File: config.mk
export PLATFORM = sky130hd
export DESIGN_NAME = fifo_rr_arbiter
export DESIGN_NICKNAME = d
export VERILOG_FILES = /design/src/rtl/fifo_rr_arbiter_pkg.sv /design/src/rtl/fifo_rr_arbiter_rr_pick.sv /design/src/rtl/fifo_rr_arbiter.sv
export SDC_FILE = /design/constraint.sdc
export NUM_CORES = 1
export LEC_CHECK = 0
export CELL_PAD_IN_SITES_DETAIL_PLACEMENT = 0
export CELL_PAD_IN_SITES_GLOBAL_PLACEMENT = 2
export CORE_ASPECT_RATIO = 0.9
export CORE_MARGIN = 2
export CORE_UTILIZATION = 15
export DETAILED_ROUTE_END_ITERATION = 8
export PLACE_DENSITY = 0.89
export SETUP_SLACK_MARGIN = 0.1
export SKIP_CTS_REPAIR_TIMING = 1
export SYNTH_ARGS = -nofsm -noshare
export SYNTH_HDL_FRONTEND = slang
export SYNTH_SLANG_ARGS = --single-unit
File: constraint.sdc
create_clock -name clk -period 1.8 [get_ports clk]
set_input_delay 0.45 -clock clk [delete_from_list [all_inputs] [get_ports clk]]
set_output_delay 0.45 -clock clk [all_outputs]
set_load 0.02 [all_outputs]
File: src/rtl/fifo_rr_arbiter_pkg.sv
// Shared definitions for the upstream-FIFO round-robin drain scheduler and its FIFOs.
package fifo_rr_arbiter_pkg;

   localparam int DEF_N_PORTS   = 4;
   localparam int DEF_DATA_SIZE = 10;

   typedef enum logic [1:0] {
      IDLE  = 2'd0,
      RUN   = 2'd1,
      DRAIN = 2'd2
   } arb_state_t;

   // Bits needed to index n items; never less than one so a bus always exists.
   function automatic int idx_width(input int n);
      int w;
      w = 1;
      while ((1 << w) < n) w++;
      return w;
   endfunction

endpackage

File: src/rtl/fifo_rr_arbiter_rr_pick.sv
// Masked priority encoder: first eligible port strictly after ptr, wrapping at N_PORTS-1.
module rr_pick
   import fifo_rr_arbiter_pkg::*;
#(
   parameter int N_PORTS = DEF_N_PORTS,
   parameter int W       = idx_width(DEF_N_PORTS)
) (
   input  logic [N_PORTS-1:0] eligible,
   input  logic [W-1:0]       ptr,
   output logic               valid,
   output logic [N_PORTS-1:0] onehot,
   output logic [W-1:0]       index
);

   always_comb begin
      int         cand;
      logic [W-1:0] cand_idx;
      valid    = 1'b0;
      onehot   = '0;
      index    = '0;
      cand     = 0;
      cand_idx = '0;
      for (int k = 1; k <= N_PORTS; k++) begin
         cand = int'(ptr) + k;
         if (cand >= N_PORTS) cand = cand - N_PORTS;
         cand_idx = W'(cand);
         if (!valid && eligible[cand_idx]) begin
            valid = 1'b1;
            index = cand_idx;
         end
      end
      if (valid) onehot[index] = 1'b1;
   end

endmodule

File: src/rtl/fifo_rr_arbiter.sv
// Drains N_PORTS upstream FIFOs round-robin into one downstream FIFO, honouring pause.
// Optional feature: define ARB_BURST_EN to let a port keep the grant for up to BURST_MAX words.
module fifo_rr_arbiter
   import fifo_rr_arbiter_pkg::*;
#(
   parameter int N_PORTS   = DEF_N_PORTS,
   parameter int DATA_SIZE = DEF_DATA_SIZE,
   parameter int BURST_MAX = 4
) (
   input  logic                           clk,
   input  logic                           reset,
   input  logic [N_PORTS-1:0]             empty_in,
   input  logic [N_PORTS*DATA_SIZE-1:0]   data_in,
   input  logic                           pause_in,
   output logic [N_PORTS-1:0]             pop,
   output logic                           push,
   output logic [DATA_SIZE-1:0]           data_out,
   output logic [idx_width(N_PORTS)-1:0]  grant_id,
   output logic                           busy
);

   localparam int W  = idx_width(N_PORTS);
   localparam int BW = idx_width(BURST_MAX + 1);

`ifdef ARB_BURST_EN
   localparam bit BURST_EN = 1'b1;
`else
   localparam bit BURST_EN = 1'b0;
`endif

   arb_state_t           state;
   logic [W-1:0]         last_ptr;
   logic [BW-1:0]        burst_cnt;
   logic [N_PORTS-1:0]   eligible;
   logic                 can_pop;
   logic                 hold;
   logic                 pop_any;
   logic                 pick_valid;
   logic [N_PORTS-1:0]   pick_onehot;
   logic [W-1:0]         pick_index;
   logic [W-1:0]         pop_index;
   logic [DATA_SIZE-1:0] words [N_PORTS];

   assign eligible = ~empty_in;

   rr_pick #(
      .N_PORTS (N_PORTS),
      .W       (W)
   ) u_pick (
      .eligible (eligible),
      .ptr      (last_ptr),
      .valid    (pick_valid),
      .onehot   (pick_onehot),
      .index    (pick_index)
   );

   assign can_pop = !pause_in && pick_valid;

   // burst_cnt is nonzero only right after a pop, so grant_id names the port being held.
   assign hold = BURST_EN && (burst_cnt != '0) && eligible[grant_id]
                 && (burst_cnt < BW'(BURST_MAX));

   always_comb begin
      pop       = '0;
      pop_index = pick_index;
      if (can_pop) begin
         if (hold) begin
            pop[grant_id] = 1'b1;
            pop_index     = grant_id;
         end else begin
            pop = pick_onehot;
         end
      end
   end

   assign pop_any = |pop;

   always_ff @(posedge clk) begin
      if (!reset) begin
         state     <= IDLE;
         busy      <= 1'b0;
         push      <= 1'b0;
         grant_id  <= '0;
         last_ptr  <= W'(N_PORTS - 1);
         burst_cnt <= '0;
      end else begin
         push <= pop_any;
         if (pop_any) begin
            grant_id  <= pop_index;
            last_ptr  <= pop_index;
            burst_cnt <= hold ? burst_cnt + 1'b1 : BW'(1);
         end else begin
            burst_cnt <= '0;
         end
         if (pop_any) begin
            state <= RUN;
            busy  <= 1'b1;
         end else if (state == RUN) begin
            state <= DRAIN;
            busy  <= 1'b1;
         end else begin
            state <= IDLE;
            busy  <= 1'b0;
         end
      end
   end

   for (genvar i = 0; i < N_PORTS; i++) begin : g_words
      assign words[i] = data_in[i*DATA_SIZE +: DATA_SIZE];
   end

   assign data_out = push ? words[grant_id] : '0;

endmodule

-- Word-level counts from Yosys, hierarchy flattened
Cells that the tools add are included.
- bits in registers: 8
- add/subtract/negate cells: 8
- $lt $le $gt $ge: 11
- equality and inequality tests: 1
- muxes and demuxes: 32
- bitwise gates (word level): 3
- reductions and logical operators: 11
- operators by type and width (cell ; count):
    10-bit two-way mux ; 3
    10-bit binary-select mux with 2-bit select ; 1
    2-bit two-way mux ; 9
    2-bit by 3-bit < comparator with 1-bit output, second input constant ; 5
    3-bit >= comparator, second input constant ; 4
    1-bit two-way mux ; 12
    1-bit binary-select mux with 2-bit select ; 4
    4-bit two-way mux ; 2
    2-bit by 1-bit subtractor with 2-bit output, second input constant ; 4
    2-bit by 2-bit adder with 3-bit output, second input constant ; 2
    1-bit logical AND ; 5
    5-bit OR reduction ; 1
    2-bit by 3-bit adder with 4-bit output, second input constant ; 1
    4-bit by 3-bit >= comparator with 1-bit output, second input constant ; 1
    1-bit logical NOT ; 4
    4-bit inverter ; 1
    4-bit OR reduction ; 1
    2-bit by 1-bit adder with 3-bit output, second input constant ; 1
    2-bit inverter with 3-bit output ; 1
    1-bit demux with 2-bit select ; 1
    2-bit by 1-bit == test with 1-bit output, second input constant ; 1
    2-bit by 1-bit >= comparator with 1-bit output, second input constant ; 1
    1-bit inverter ; 1

-- Depth between registers and ports, before layout
Gate-level depths: netlist of the first run.
- word-level depth: 23
- mapped depth: 4

-- Cells and area by module
Synthesis of the first run repeated with hierarchy kept, for this count alone.
- cells, all modules: 87
- area total of the unflattened synthesis: 813.3 µm²
- modules (own cells, without submodules) (module ; instances ; cells an instance ; area an instance (µm²) ; seq. area each (µm²)):
    fifo_rr_arbiter ; 1 ; 57 ; 611.8 ; 140.1
    rr_pick ; 1 ; 30 ; 201.4 ; 0.0

-- Worst setup path before layout of the first run
No wires, ideal clock.
- path kind: register to output
- start point: register grant_id[0]
- end point: output data_out[0]
- arrival time: 1.385 ns
- required time: 1.350 ns
- setup slack: -0.035 ns
- cell stages (with the launch flop): 4
- cell sequence: dfxtp_1 buf_6 mux4_2 and2_1
- longest elaborated chain between the ends: 5
- RTL lines (element ; RTL line ; source):
    start, declared ; fifo_rr_arbiter.sv:18 ; output logic [idx_width(N_PORTS)-1:0] grant_id,
    start signal, assigned ; fifo_rr_arbiter.sv:89 ; grant_id <= pop_index;
    2-bit inverter with 3-bit output (implied by the code) ; fifo_rr_arbiter.sv:112 ; assign data_out = push ? words[grant_id] : '0;
    10-bit binary-select mux with 2-bit select ; fifo_rr_arbiter.sv:112 ;
    10-bit two-way mux (implied by the code) (2 in a row) ; fifo_rr_arbiter.sv:112 ;
    10-bit two-way mux ; fifo_rr_arbiter.sv:112 ;
    end, declared ; fifo_rr_arbiter.sv:17 ; output logic [DATA_SIZE-1:0] data_out,
Every way passes these cells. The select of a mux whose other input is x is not followed.

-- Worst setup path after layout of the first run
- start point: register last_ptr[1]
- end point: output pop[2]
- longest elaborated chain between the ends: 21
- elaborated cells on any way between the ends: 46
- RTL lines (element ; RTL line ; source):
    start, declared ; fifo_rr_arbiter.sv:32 ; logic [W-1:0] last_ptr;
    start signal, assigned ; fifo_rr_arbiter.sv:84 ; last_ptr <= W'(N_PORTS - 1);
    start signal, assigned ; fifo_rr_arbiter.sv:90 ; last_ptr <= pop_index;
    2-bit by 1-bit adder with 3-bit output ; fifo_rr_arbiter_rr_pick.sv:24 ; cand = int'(ptr) + k;
    3-bit >= comparator or 2-bit by 1-bit subtractor with 2-bit output (tied branches) ; fifo_rr_arbiter_rr_pick.sv:25 ; if (cand >= N_PORTS) cand = cand - N_PORTS;
    2-bit two-way mux ; fifo_rr_arbiter_rr_pick.sv:25 ;
    1-bit binary-select mux with 2-bit select ; fifo_rr_arbiter_rr_pick.sv:27 ; if (!valid && eligible[cand_idx]) begin
    1-bit two-way mux (implied by the code) ; fifo_rr_arbiter_rr_pick.sv:27 ;
    1-bit two-way mux ; fifo_rr_arbiter_rr_pick.sv:27 ;
    1-bit logical NOT ; fifo_rr_arbiter_rr_pick.sv:27 ;
    1-bit logical AND ; fifo_rr_arbiter_rr_pick.sv:27 ;
    (+5 left out) ; -- ;
    1-bit logical AND ; fifo_rr_arbiter_rr_pick.sv:27 ;
    2-bit two-way mux ; fifo_rr_arbiter_rr_pick.sv:27 ;
    2-bit by 3-bit < comparator with 1-bit output (implied by the code) or 2-bit by 1-bit >= comparator with 1-bit output (tied branches) ; fifo_rr_arbiter_rr_pick.sv:32 ; if (valid) onehot[index] = 1'b1;
    1-bit logical AND (implied by the code) ; fifo_rr_arbiter_rr_pick.sv:32 ;
    1-bit two-way mux (implied by the code) ; fifo_rr_arbiter_rr_pick.sv:32 ;
    1-bit demux with 2-bit select ; -- ;
    4-bit two-way mux ; fifo_rr_arbiter_rr_pick.sv:32 ;
    4-bit two-way mux * ; fifo_rr_arbiter.sv:66 ; if (can_pop) begin
    end, declared ; fifo_rr_arbiter.sv:15 ; output logic [N_PORTS-1:0] pop,
Every way passes the cells marked *; elsewhere a longest branch is shown, timed or not. The select of a mux whose other input is x is not followed.

==> tab_implementation.tex, run 1 <==
\begin{tabular}{lr}
\hline
Metric & Value \\
\hline
\multicolumn{2}{l}{\textbf{Cells and area}} \\
\quad N\_diodes & 0 \\
\quad Net total in the final layout & 200 \\
\quad Multi-input logic area & 617 um2 \\
\quad Number of fillers in the final layout & 421 \\
\quad Commonest cells after routing, fill and taps aside & dlymetal6s2s\_1, buf\_4, buf\_6 \\
\quad Utilization of the core after routing & 41.3\% \\
\quad Most frequent standard cell in the layout excluding fill and tap cells & dlymetal6s2s\_1 \\
\quad Total area of sequential cells & 148 um2 \\
\quad Share of post-route cells with drive strength above 1 & 50.7\% \\
\quad Layout area overhead & 164\% \\
\multicolumn{2}{l}{\textbf{Synth}} \\
\quad Total of flip-flops plus latches after synthesis & 7 \\
\quad Distinct cell type count of the synthesized netlist & 32 \\
\quad Post-synthesis sequential area ratio & 20.1\% \\
\quad Post-Syn Nets & 112 \\
\quad Area contributors post-synth & mux4\_2, dfxtp\_1, and2\_1, mux4\_1, o21ai\_2 \\
\quad Synthesized instance count & 65 \\
\quad Total of warnings raised by yosys & 0 \\
\quad Netlist area before placement & 698 um2 \\
\quad Average size of a mapped cell & 10.7 um2 \\
\quad Top-area cell type share of the netlist area & 29.0\% \\
\quad Post-synth top area cell & mux4\_2 \\
\quad Top flip-flop cell by instance count after synthesis & dfxtp\_1 \\
\quad Number of enable-type register cells in the synthesized netlist & 0 \\
\quad Proportion of register bits with asynchronous set or reset after synthesis & 0\% \\
\multicolumn{2}{l}{\textbf{Outcome}} \\
\quad Failing checks & negative setup slack \\
\quad Outcome & finished, violations left \\
\multicolumn{2}{l}{\textbf{Clock tree}} \\
\quad TritonCTS Sinks & 7 \\
\quad Clock tree from TritonCTS & built \\
\quad Master cell of the clock root buffer & clkbuf\_8 \\
\quad Number of clock buffers inserted by TritonCTS & 3 \\
\quad Clock latency reported for the late side of the worst-skew pair & 0.22 ns \\
\quad Maximum number of buffers from clock root to sink & 2 \\
\quad CTS H-tree depth & 1 \\
\quad Clock slew seen by the registers of the worst setup and hold paths & 0.04 ns \\
\multicolumn{2}{l}{\textbf{Worst setup path}} \\
\quad Kind of critical path & flip-flop to primary output \\
\quad Data arrival time at the worst-slack endpoint & 1.53 ns \\
\quad Max FO, Critical Path & 6 \\
\quad Capturing element type of the critical path & primary output \\
\quad Data required time at the worst endpoint & 1.35 ns \\
\quad Category of the worst setup path launch point & flip-flop \\
\quad Logic depth of the worst register-to-register path & 7 \\
\multicolumn{2}{l}{\textbf{Min path}} \\
\quad Number of cells traversed by the worst hold path & 2 \\
\quad Min-Delay Path Class & flip-flop to flip-flop \\
\multicolumn{2}{l}{\textbf{Timing}} \\
\quad Fmax & 0.505 GHz \\
\quad Number of slew-limit violations in the final report & 0 \\
\quad Final period util & 110\% \\
\quad Final hold violations & 0 \\
\quad Actual slew at the worst max-slew pin & 0.267 ns \\
\quad Relative slew slack & 82.1\% \\
\quad Count of final setup violators & 14 \\
\quad Final Worst Setup Slack & -0.180 ns \\
\quad WHS & 0.486 ns \\
\quad Unrepaired setup endpoints after global routing & yes \\
\quad Min cycle time layout & 1.98 ns \\
\quad Clock skew after layout & 0.000636 ns \\
\multicolumn{2}{l}{\textbf{Pwr}} \\
\quad Leakage power & 1.11 nW \\
\quad Net switching fraction of the power & 28.5\% \\
\quad Relative contribution of combinational cells to total power & 51.8\% \\
\quad Cell area power density & 446 nW/um2 \\
\quad Sequential share of power & 22.0\% \\
\quad Cell-internal power & 587 uW \\
\quad Worst VDD drop & 0.000317 V \\
\quad Sw Pwr & 234 uW \\
\quad Relative contribution of the clock network to total power & 26.2\% \\
\quad Final total power & 821 uW \\
\multicolumn{2}{l}{\textbf{Placement}} \\
\quad HPWL after detailed placement & 2220 um \\
\quad Weighted congestion at the end of routability-driven global placement & 0.757 \\
\quad Worst slack after detailed placement & -0.977 ns \\
\quad Buffers on Ports & 64 \\
\multicolumn{2}{l}{\textbf{Floorplanning}} \\
\quad Width of the chip & 75.9 um \\
\quad Vertical die dimension & 68.7 um \\
\quad Core Footprint & 4460 um2 \\
\quad Boundary Pins & 65 \\
\quad Row Count & 23 \\
\quad Initial core utilization & 15.7\% \\
\quad Die area & 5220 um2 \\
\multicolumn{2}{l}{\textbf{Drt}} \\
\quad M1 wire length & 1270 um \\
\quad DRT Wirelength & 3170 um \\
\quad Wire length per cell & 14.8 um \\
\quad Vias after detailed routing & 908 \\
\quad Uppermost routed layer & met4 \\
\quad Via-to-Cell Ratio & 4.24 \\
\quad Met3 Wirelength & 326 um \\
\quad Number of design rule violations left after detail routing & 0 \\
\quad Number of DRC violations after detailed-routing iteration 0 & 19 \\
\quad Pre-Repair DR Iteration Count & 2 \\
\quad Routed length on met2 & 1550 um \\
\quad Remaining antenna violation count after routing & 0 \\
\multicolumn{2}{l}{\textbf{Job}} \\
\quad Max-capacitance violation count & 0 \\
\multicolumn{2}{l}{\textbf{Global routing}} \\
\quad Global-route wire length before repair & 4240 um \\
\quad Global-route congestion overflow total & 0 \\
\quad Maximum number of pins on one net before global-route repair & 13 \\
\quad Combined global-route utilization of all metal layers & 10.5\% \\
\quad Number of global-route vias before repair & 879 \\
\quad Initial antenna violation count & 0 \\
\hline
\end{tabular}
cell usage after synthesis, drive strengths merged, types with 2 or more instances:
library cell  instances
mux4                 10
o21ai                 5
a21boi                2
nand2                 3
nor3b                 2
nand3b                2
buf                   2
dfxtp                 7
nor2                  5
nor3                  2
nand2b                2
and2                 11
worst paths after layout:
path | startpoint | to | slack, ns
worst max-delay path | last_ptr[1]$_SDFFE_PN1P_ | pop[2] | -0.18
worst min-delay path | grant_id[1]$_SDFFE_PN0P_ | grant_id[1]$_SDFFE_PN0P_ | 0.49
worst max register to register | last_ptr[1]$_SDFFE_PN1P_ | grant_id[1]$_SDFFE_PN0P_ | 0.34
worst min register to register | grant_id[1]$_SDFFE_PN0P_ | grant_id[1]$_SDFFE_PN0P_ | 0.49
power by group through the flow:
| stage | clock [mW] | combinational [mW] | sequential, mW |
|---|---|---|---|
| 2_1_floorplan | 0 | 0.161 | 0.187 |
| 3_3_place_gp | 0 | 0.360 | 0.190 |
| 3_5_place_dp | 0 | 0.365 | 0.191 |
| 4_1_cts | 0.224 | 0.366 | 0.189 |
| 6_report | 0.215 | 0.425 | 0.181 |
| 5_1_grt | 0.227 | 0.453 | 0.182 |
registers in the layout, summed over array words and instances (netlist names):
signal	cells
push	1
last_ptr	2
busy	1
state	1
grant_id	2
stage by stage:
stage               cell area, um2  instances  TNS, ns
global placement              1540        203   -10.47
floorplan                      717         65        0
detailed placement            1540        203   -10.99
CTS                           1580        207   -10.48
global route                  1840        214    -2.31
finish                        1840        214    -1.76
final cells by class:
type,count,share of cell area [%]
tap,62,4.21
multi-input combinational,54,33.5
clock buffer,4,2.44
inverter,1,0.204
timing repair buffer,86,51.7
sequential,7,8.01
routing by layer:
layer | vias to the layer above | track usage [%]
met5 | - | 0
met4 | 0 | 3.18
met3 | 4 | 4.30
met2 | 57 | 17.4
met1 | 425 | 12.9
li1 | 422 | -
kinds of logic after synthesis:
logic type | Yosys count | synth area share, %
multiplexers | 11 | 34.9
AO/OA/AOI/OAI | 11 | 12.0
AND/OR/NAND/NOR | 32 | 29.6
buffers and inverters | 4 | 3.40
flip-flops | 7 | 20.1
worst max-delay path, cell delays in order, from the launching register on:
cell and delay (ns):
dfxtp_4 0.36, and3b_2 0.22, a31oi_4 0.18, nand4b_4 0.14, nor3_2 0.23, buf_4 0.17
Note: power is estimated with default switching activity, not from simulation.
==> inputs of run 2 (changes only) <==
--- a/config.mk
+++ b/config.mk
@@ -7,7 +7,7 @@
 export LEC_CHECK = 0
 export CELL_PAD_IN_SITES_DETAIL_PLACEMENT = 0
 export CELL_PAD_IN_SITES_GLOBAL_PLACEMENT = 2
-export CORE_ASPECT_RATIO = 0.9
+export CORE_ASPECT_RATIO = 0.8
 export CORE_MARGIN = 2
 export CORE_UTILIZATION = 15
 export DETAILED_ROUTE_END_ITERATION = 8
==> tab_implementation.tex, run 2 (synthesized netlist as in run 1, its figures left out) <==
\begin{tabular}{lr}
\hline
Metric & Value \\
\hline
\multicolumn{2}{l}{\textbf{Outcome}} \\
\quad Outcome & finished, violations left \\
\quad Failing checks & negative setup slack \\
\multicolumn{2}{l}{\textbf{Pwr}} \\
\quad Final total power & 821 uW (about the same) \\
\quad Cell area power density & 453 nW/um2 (+1.7\%) \\
\quad Leakage power & 1.09 nW (-1.3\%) \\
\quad Worst VDD drop & 0.000182 V (-42\%) \\
\multicolumn{2}{l}{\textbf{Global routing}} \\
\quad Combined global-route utilization of all metal layers & 10.1\% (-0.42 points) \\
\quad Maximum number of pins on one net before global-route repair & 13 (unchanged) \\
\quad Global-route congestion overflow total & 0 (unchanged) \\
\quad Global-route wire length before repair & 4140 um (-2.3\%) \\
\quad Number of global-route vias before repair & 883 (+0.46\%) \\
\quad Initial antenna violation count & 0 (unchanged) \\
\multicolumn{2}{l}{\textbf{Drt}} \\
\quad Number of design rule violations left after detail routing & 0 (unchanged) \\
\quad M1 wire length & 1060 um (-16\%) \\
\quad DRT Wirelength & 3050 um (-3.6\%) \\
\quad Remaining antenna violation count after routing & 0 (unchanged) \\
\quad Vias after detailed routing & 899 (-0.99\%) \\
\quad Pre-Repair DR Iteration Count & 3 (+1) \\
\quad Uppermost routed layer & met3 \\
\quad Met3 Wirelength & 335 um (+2.8\%) \\
\quad Number of DRC violations after detailed-routing iteration 0 & 29 (+10) \\
\quad Via-to-Cell Ratio & 4.34 (+2.4\%) \\
\quad Routed length on met2 & 1650 um (+6.9\%) \\
\quad Wire length per cell & 14.7 um (-0.37\%) \\
\multicolumn{2}{l}{\textbf{Timing}} \\
\quad Final Worst Setup Slack & -0.173 ns (+0.00689 ns) \\
\quad Min cycle time layout & 1.97 ns (-0.00689 ns) \\
\quad WHS & 0.510 ns (+0.0238 ns) \\
\quad Relative slew slack & 80.8\% (-1.3 points) \\
\quad Number of slew-limit violations in the final report & 0 (unchanged) \\
\quad Actual slew at the worst max-slew pin & 0.286 ns (+0.0188 ns) \\
\quad Final TNS setup & -1.85 ns (-0.0854 ns) \\
\quad Final hold violations & 0 (unchanged) \\
\quad Clock skew after layout & 0.00354 ns (+0.00290 ns) \\
\quad Final period util & 110\% (-0.38 points) \\
\quad Unrepaired setup endpoints after global routing & yes \\
\quad Count of final setup violators & 14 (unchanged) \\
\quad Fmax & 0.507 GHz (+0.35\%) \\
\multicolumn{2}{l}{\textbf{Floorplanning}} \\
\quad Core Footprint & 4540 um2 (+1.8\%) \\
\quad Vertical die dimension & 65.0 um (-5.4\%) \\
\quad Initial core utilization & 15.4\% (-0.28 points) \\
\quad Width of the chip & 80.3 um (+5.7\%) \\
\quad Die area & 5220 um2 (about the same) \\
\quad Boundary Pins & 65 (unchanged) \\
\quad Row Count & 22 (-4.3\%) \\
\multicolumn{2}{l}{\textbf{Worst setup path}} \\
\quad Data arrival time at the worst-slack endpoint & 1.52 ns (about the same) \\
\quad Logic depth of the worst register-to-register path & 6 (-1) \\
\quad Category of the worst setup path launch point & flip-flop \\
\quad Max FO, Critical Path & 3 (-3) \\
\quad Data required time at the worst endpoint & 1.35 ns (about the same) \\
\quad Capturing element type of the critical path & primary output \\
\quad Kind of critical path & flip-flop to primary output \\
\multicolumn{2}{l}{\textbf{Cells and area}} \\
\quad Multi-input logic area & 617 um2 (unchanged) \\
\quad Number of fillers in the final layout & 430 (+2.1\%) \\
\quad Layout area overhead & 159\% \\
\quad Commonest cells after routing, fill and taps aside & dlymetal6s2s\_1, buf\_4, buf\_6 \\
\quad Most frequent standard cell in the layout excluding fill and tap cells & dlymetal6s2s\_1 \\
\quad Total area of sequential cells & 153 um2 (+3.4\%) \\
\quad Net total in the final layout & 195 (-2.5\%) \\
\quad Registers with the most flip-flops & grant\_id: 2 flops, last\_ptr: 2 flops \\
\quad N\_diodes & 0 (unchanged) \\
\quad Utilization of the core after routing & 39.9\% (-1.4 points) \\
\quad Share of post-route cells with drive strength above 1 & 51.7\% (+1.0 points) \\
\multicolumn{2}{l}{\textbf{Clock tree}} \\
\quad Maximum number of buffers from clock root to sink & 2 (unchanged) \\
\quad Clock tree from TritonCTS & built \\
\quad CTS H-tree depth & 1 (unchanged) \\
\quad Clock latency reported for the late side of the worst-skew pair & 0.23 ns (about the same) \\
\quad Number of clock buffers inserted by TritonCTS & 3 (unchanged) \\
\quad TritonCTS Sinks & 7 (unchanged) \\
\quad Master cell of the clock root buffer & clkbuf\_8 \\
\quad Clock slew seen by the registers of the worst setup and hold paths & 0.04 ns (about the same) \\
\multicolumn{2}{l}{\textbf{Job}} \\
\quad Max-capacitance violation count & 0 (unchanged) \\
\multicolumn{2}{l}{\textbf{Placement}} \\
\quad HPWL after detailed placement & 2250 um (+1.7\%) \\
\quad Buffers on Ports & 64 (unchanged) \\
\quad Worst slack after detailed placement & -0.981 ns (-0.00372 ns) \\
\quad Weighted congestion at the end of routability-driven global placement & 0.715 (-5.6\%) \\
\multicolumn{2}{l}{\textbf{Min path}} \\
\quad Number of cells traversed by the worst hold path & 2 (unchanged) \\
\quad Min-Delay Path Class & flip-flop to flip-flop \\
\hline
\end{tabular}
-- run 2: report_power, final --
part           leakage [nW]  switching [mW]  internal [mW]
combinational          1.01           0.151          0.258
clock                0.0255          0.0764          0.151
sequential           0.0589          0.0175          0.167
-- run 2: area by class of cell --
cell class | count | share of cell area, %
clock buffers | 3 | 2.28
clock inverters | 1 | 0.276
inverters | 1 | 0.207
multi-input cells | 54 | 34.0
flip-flops and latches | 7 | 8.43
well taps | 60 | 4.14
repair buffers | 81 | 50.6
-- run 2: path summary, 6_finish.rpt --
kind | startpoint | slack, ns | endpoint
setup / recovery | grant_id[0]$_SDFFE_PN0P_ | -0.17 | data_out[5]
hold / removal | state[1]$_SDFF_PP0_ | 0.51 | state[1]$_SDFF_PP0_
setup reg to reg | last_ptr[1]$_SDFFE_PN1P_ | 0.38 | grant_id[1]$_SDFFE_PN0P_
hold reg to reg | state[1]$_SDFF_PP0_ | 0.51 | state[1]$_SDFF_PP0_
-- run 2: metrics by stage --
step / area, um2 / std cells
after global routing: 1810 / 207
after floorplan: 717 / 65
after CTS: 1560 / 202
final: 1810 / 207
after detailed placement: 1510 / 198
after global placement: 1510 / 198
-- run 2: worst max-delay path, cell delays in order (launching register included) --
cell and delay [ns]:
dfxtp_4 0.37, buf_4 0.13, mux4_2 0.50, and2_4 0.17, buf_6 0.12
-- run 2: per-layer routing --
layer / vias to the layer above / track usage, %
met5: - / 0
met4: 0 / 3.81
met3: 0 / 3.76
met2: 46 / 19.6
met1: 437 / 9.61
li1: 416 / -
==> inputs of run 3 (changes only) <==
--- a/config.mk
+++ b/config.mk
@@ -5,13 +5,15 @@
 export SDC_FILE = /design/constraint.sdc
 export NUM_CORES = 1
 export LEC_CHECK = 0
+export ABC_AREA = 1
 export CELL_PAD_IN_SITES_DETAIL_PLACEMENT = 0
 export CELL_PAD_IN_SITES_GLOBAL_PLACEMENT = 2
 export CORE_ASPECT_RATIO = 0.8
 export CORE_MARGIN = 2
 export CORE_UTILIZATION = 15
 export DETAILED_ROUTE_END_ITERATION = 8
-export PLACE_DENSITY = 0.89
+export GPL_ROUTABILITY_DRIVEN = 0
+export PLACE_DENSITY = 0.93
 export SETUP_SLACK_MARGIN = 0.1
 export SKIP_CTS_REPAIR_TIMING = 1
 export SYNTH_ARGS = -nofsm -noshare
==> tab_implementation.tex, run 3 <==
\begin{tabular}{lr}
\hline
Metric & Value \\
\hline
\multicolumn{2}{l}{\textbf{Drt}} \\
\quad Number of DRC violations after detailed-routing iteration 0 & 61 (+110\%) \\
\quad Pre-Repair DR Iteration Count & 4 (+1) \\
\quad Wire length per cell & 13.6 um (-7.6\%) \\
\quad Number of design rule violations left after detail routing & 0 (unchanged) \\
\quad DRT Wirelength & 4850 um (+59\%) \\
\quad Vias after detailed routing & 1473 (+64\%) \\
\quad Remaining antenna violation count after routing & 0 (unchanged) \\
\quad Via-to-Cell Ratio & 4.14 (-4.7\%) \\
\multicolumn{2}{l}{\textbf{Synth}} \\
\quad Area contributors post-synth & nor2\_1, nand2\_1, dfxtp\_1, o21ai\_0, a21oi\_1 \\
\quad Average size of a mapped cell & 5.04 um2 (-53\%) \\
\quad Library cell with the highest instance count after synthesis & nor2\_1 \\
\quad Number of enable-type register cells in the synthesized netlist & 0 (unchanged) \\
\quad Post-synth top area cell & nor2\_1 \\
\quad Top flip-flop cell by instance count after synthesis & dfxtp\_1 \\
\quad Netlist area before placement & 922 um2 (+32\%) \\
\quad Proportion of register bits with asynchronous set or reset after synthesis & 0\% (unchanged) \\
\quad Post-synthesis sequential area ratio & 15.2\% (-4.9 points) \\
\quad Total of flip-flops plus latches after synthesis & 7 (unchanged) \\
\quad Top-area cell type share of the netlist area & 20.4\% (-8.7 points) \\
\quad Post-Syn Nets & 230 (+110\%) \\
\quad Top post-synthesis cells by count & nor2\_1, nand2\_1, o21ai\_0 \\
\quad Distinct cell type count of the synthesized netlist & 19 (-41\%) \\
\quad Total of warnings raised by yosys & 0 (unchanged) \\
\quad Synthesized instance count & 183 (+180\%) \\
\multicolumn{2}{l}{\textbf{Global routing}} \\
\quad Global-route congestion overflow total & 0 (unchanged) \\
\quad Global-route wire length before repair & 5830 um (+41\%) \\
\quad Number of global-route vias before repair & 1204 (+36\%) \\
\quad Initial antenna violation count & 0 (unchanged) \\
\quad Maximum number of pins on one net before global-route repair & 21 (+8) \\
\quad Combined global-route utilization of all metal layers & 10.9\% (+0.72 points) \\
\multicolumn{2}{l}{\textbf{Worst setup path}} \\
\quad Cell-by-cell trace of the critical path & buf\_6 > nand2\_4 > nand3\_4 > nand2\_4 > buf\_6 > nand4\_4 > nand2\_4 > inv\_4 > nand3\_4 > nor2\_4 > buf\_6 \\
\quad Category of cells accounting for the largest share of critical-path delay & simple AND/OR/NAND/NOR gates \\
\quad Worst path buffer plus inverter count & 4 (+2) \\
\quad Library cell contributing the largest single delay on the critical path & dfxtp\_4 \\
\quad Max FO, Critical Path & 8 (+5) \\
\quad Category of the worst setup path launch point & flip-flop \\
\quad Data required time at the worst endpoint & 1.35 ns (about the same) \\
\quad Kind of critical path & flip-flop to primary output \\
\quad Data arrival time at the worst-slack endpoint & 1.70 ns (+0.18 ns) \\
\quad Capturing element type of the critical path & primary output \\
\quad Max incr delay on CP & 0.43 ns (-0.07 ns) \\
\multicolumn{2}{l}{\textbf{Clock tree}} \\
\quad Number of clock buffers inserted by TritonCTS & 3 (unchanged) \\
\quad TritonCTS Sinks & 7 (unchanged) \\
\quad Clock latency reported for the late side of the worst-skew pair & 0.23 ns (about the same) \\
\quad Clock tree from TritonCTS & built \\
\quad Maximum number of buffers from clock root to sink & 2 (unchanged) \\
\quad CTS H-tree depth & 1 (unchanged) \\
\quad Clock slew seen by the registers of the worst setup and hold paths & 0.04 ns (about the same) \\
\quad Master cell of the clock root buffer & clkbuf\_8 \\
\multicolumn{2}{l}{\textbf{Timing}} \\
\quad Actual slew at the worst max-slew pin & 0.236 ns (-0.0496 ns) \\
\quad Final period util & 119\% (+9.7 points) \\
\quad Clock skew after layout & 0.00407 ns (+0.000532 ns) \\
\quad Min cycle time layout & 2.15 ns (+0.174 ns) \\
\quad Count of final setup violators & 9 (-5) \\
\quad Relative slew slack & 84.2\% (+3.4 points) \\
\quad Number of slew-limit violations in the final report & 0 (unchanged) \\
\quad Unrepaired setup endpoints after global routing & yes \\
\quad Final Worst Setup Slack & -0.347 ns (-0.174 ns) \\
\quad Fmax & 0.466 GHz (-8.1\%) \\
\quad Final hold violations & 0 (unchanged) \\
\multicolumn{2}{l}{\textbf{Floorplanning}} \\
\quad Width of the chip & 91.7 um (+14\%) \\
\quad Core Footprint & 5910 um2 (+30\%) \\
\quad Vertical die dimension & 74.1 um (+14\%) \\
\quad Die area & 6790 um2 (+30\%) \\
\quad Boundary Pins & 65 (unchanged) \\
\quad Initial core utilization & 15.6\% (+0.23 points) \\
\quad Row Count & 25 (+14\%) \\
\multicolumn{2}{l}{\textbf{Pwr}} \\
\quad Sw Pwr & 772 uW (+210\%) \\
\quad Relative contribution of combinational cells to total power & 74.0\% (+24 points) \\
\quad Cell area power density & 678 nW/um2 (+50\%) \\
\quad Net switching fraction of the power & 45.4\% (+16 points) \\
\quad Sequential share of power & 13.0\% (-9.5 points) \\
\quad Relative contribution of the clock network to total power & 13.0\% (-15 points) \\
\quad Leakage power & 1.29 nW (+18\%) \\
\quad Worst VDD drop & 0.000255 V (+40\%) \\
\quad Cell-internal power & 927 uW (+61\%) \\
\multicolumn{2}{l}{\textbf{Cells and area}} \\
\quad Share of post-route cells with drive strength above 1 & 53.1\% (+1.4 points) \\
\quad N\_diodes & 0 (unchanged) \\
\quad Net total in the final layout & 323 (+66\%) \\
\quad Layout area overhead & 172\% \\
\quad Commonest cells after routing, fill and taps aside & dlymetal6s2s\_1, nor2\_1, nand2\_1, clkdlybuf4s50\_1, buf\_6 \\
\quad Number of fillers in the final layout & 595 (+38\%) \\
\quad Total non-filler cell area in the finished layout & 2500 um2 (+38\%) \\
\quad Most frequent standard cell in the layout excluding fill and tap cells & dlymetal6s2s\_1 \\
\quad Registers with the most flip-flops & grant\_id: 2 flops, last\_ptr: 2 flops \\
\multicolumn{2}{l}{\textbf{Placement}} \\
\quad Worst slack after detailed placement & -1.11 ns (-0.125 ns) \\
\quad Cell area after placement & 1890 um2 (+25\%) \\
\quad Buffers on Ports & 64 (unchanged) \\
\quad HPWL after detailed placement & 3220 um (+43\%) \\
\multicolumn{2}{l}{\textbf{Min path}} \\
\quad Min-Delay Path Class & flip-flop to flip-flop \\
\multicolumn{2}{l}{\textbf{Job}} \\
\quad Max-capacitance violation count & 0 (unchanged) \\
\multicolumn{2}{l}{\textbf{Outcome}} \\
\quad Outcome & finished, violations left \\
\quad Failing checks & negative setup slack \\
\hline
\end{tabular}
## run 3: changes by cell type after synthesis, moves of 9 or more
cell     delta
inv_1      +10
nor2_1     +46
o21ai_0    +20
mux4_2      -9
nand2_1    +45
and2_1     -11
a21oi_1    +13
## run 3: cells by family (layout without fill, tap and decap cells)
logic type             count (synthesis)  in the layout  share of synthesized area (%)
flip-flops                             7              7                           15.2
AO/OA/AOI/OAI                         35             35                           19.3
AND/OR/NAND/NOR                      118            118                           54.1
buffers and inverters                 23            115                           11.4
## run 3: layer usage
metal  GRT usage (%)  wire, um
met5               0         0
met4            4.55        76
met3           0.608        45
met2            17.1      2470
met1            15.6      2260
## run 3: power groups by stage
stage / combinational (mW) / clock (mW) / sequential (mW)
finish: 1.26 / 0.221 / 0.221
global route: 1.35 / 0.236 / 0.224
CTS: 0.890 / 0.224 / 0.202
detailed placement: 0.887 / 0 / 0.204
global placement: 0.892 / 0 / 0.205
floorplan: 0.511 / 0 / 0.201
## run 3: cell type report
class	instances	area (um2)	area share [%]
Multi-Input combinational cell	153	1060	42.3
Sequential cell	7	153	6.10
Tap cell	81	101	4.05
Timing Repair inverter	1	6.26	0.250
Inverter	14	62.6	2.50
Clock buffer	4	45.0	1.80
Timing Repair Buffer	96	1080	43.0
## run 3: worst min-delay path: cells and delay by family (launching register included)
family | cells | cell delay [ns]
DFF | 1 | 0.30
and+or+nand+nor | 3 | 0.14
## run 3: path summary, 6_finish.rpt
| check | slack (ns) | depth (start not counted) | from | end |
|---|---|---|---|---|
| max reg2reg | 0.13 | 10 | last_ptr[0]$_SDFFE_PN1P_ | last_ptr[1]$_SDFFE_PN1P_ |
| min | 0.48 | 3 | state[1]$_SDFF_PP0_ | state[1]$_SDFF_PP0_ |
| min reg2reg | 0.48 | 3 | state[1]$_SDFF_PP0_ | state[1]$_SDFF_PP0_ |
| max | -0.35 | 11 | last_ptr[0]$_SDFFE_PN1P_ | pop[1] |
## run 3: per-stage QoR
| stage | power (mW) | utilization, % | setup TNS, ns | hold slack, ns | std cells |
|---|---|---|---|---|---|
| 2_1_floorplan | 0.712 | - | 0 | 0.462 | 183 |
| 3_3_place_gp | 1.10 | 31.9 | -11.27 | 0.479 | 338 |
| 3_5_place_dp | 1.09 | 31.9 | -11.33 | 0.482 | 338 |
| 4_1_cts | 1.32 | 32.7 | -10.21 | 0.490 | 342 |
| 5_1_grt | 1.81 | 42.3 | -2.33 | 0.527 | 356 |
| 6_report | 1.70 | 42.3 | -1.57 | 0.484 | 356 |
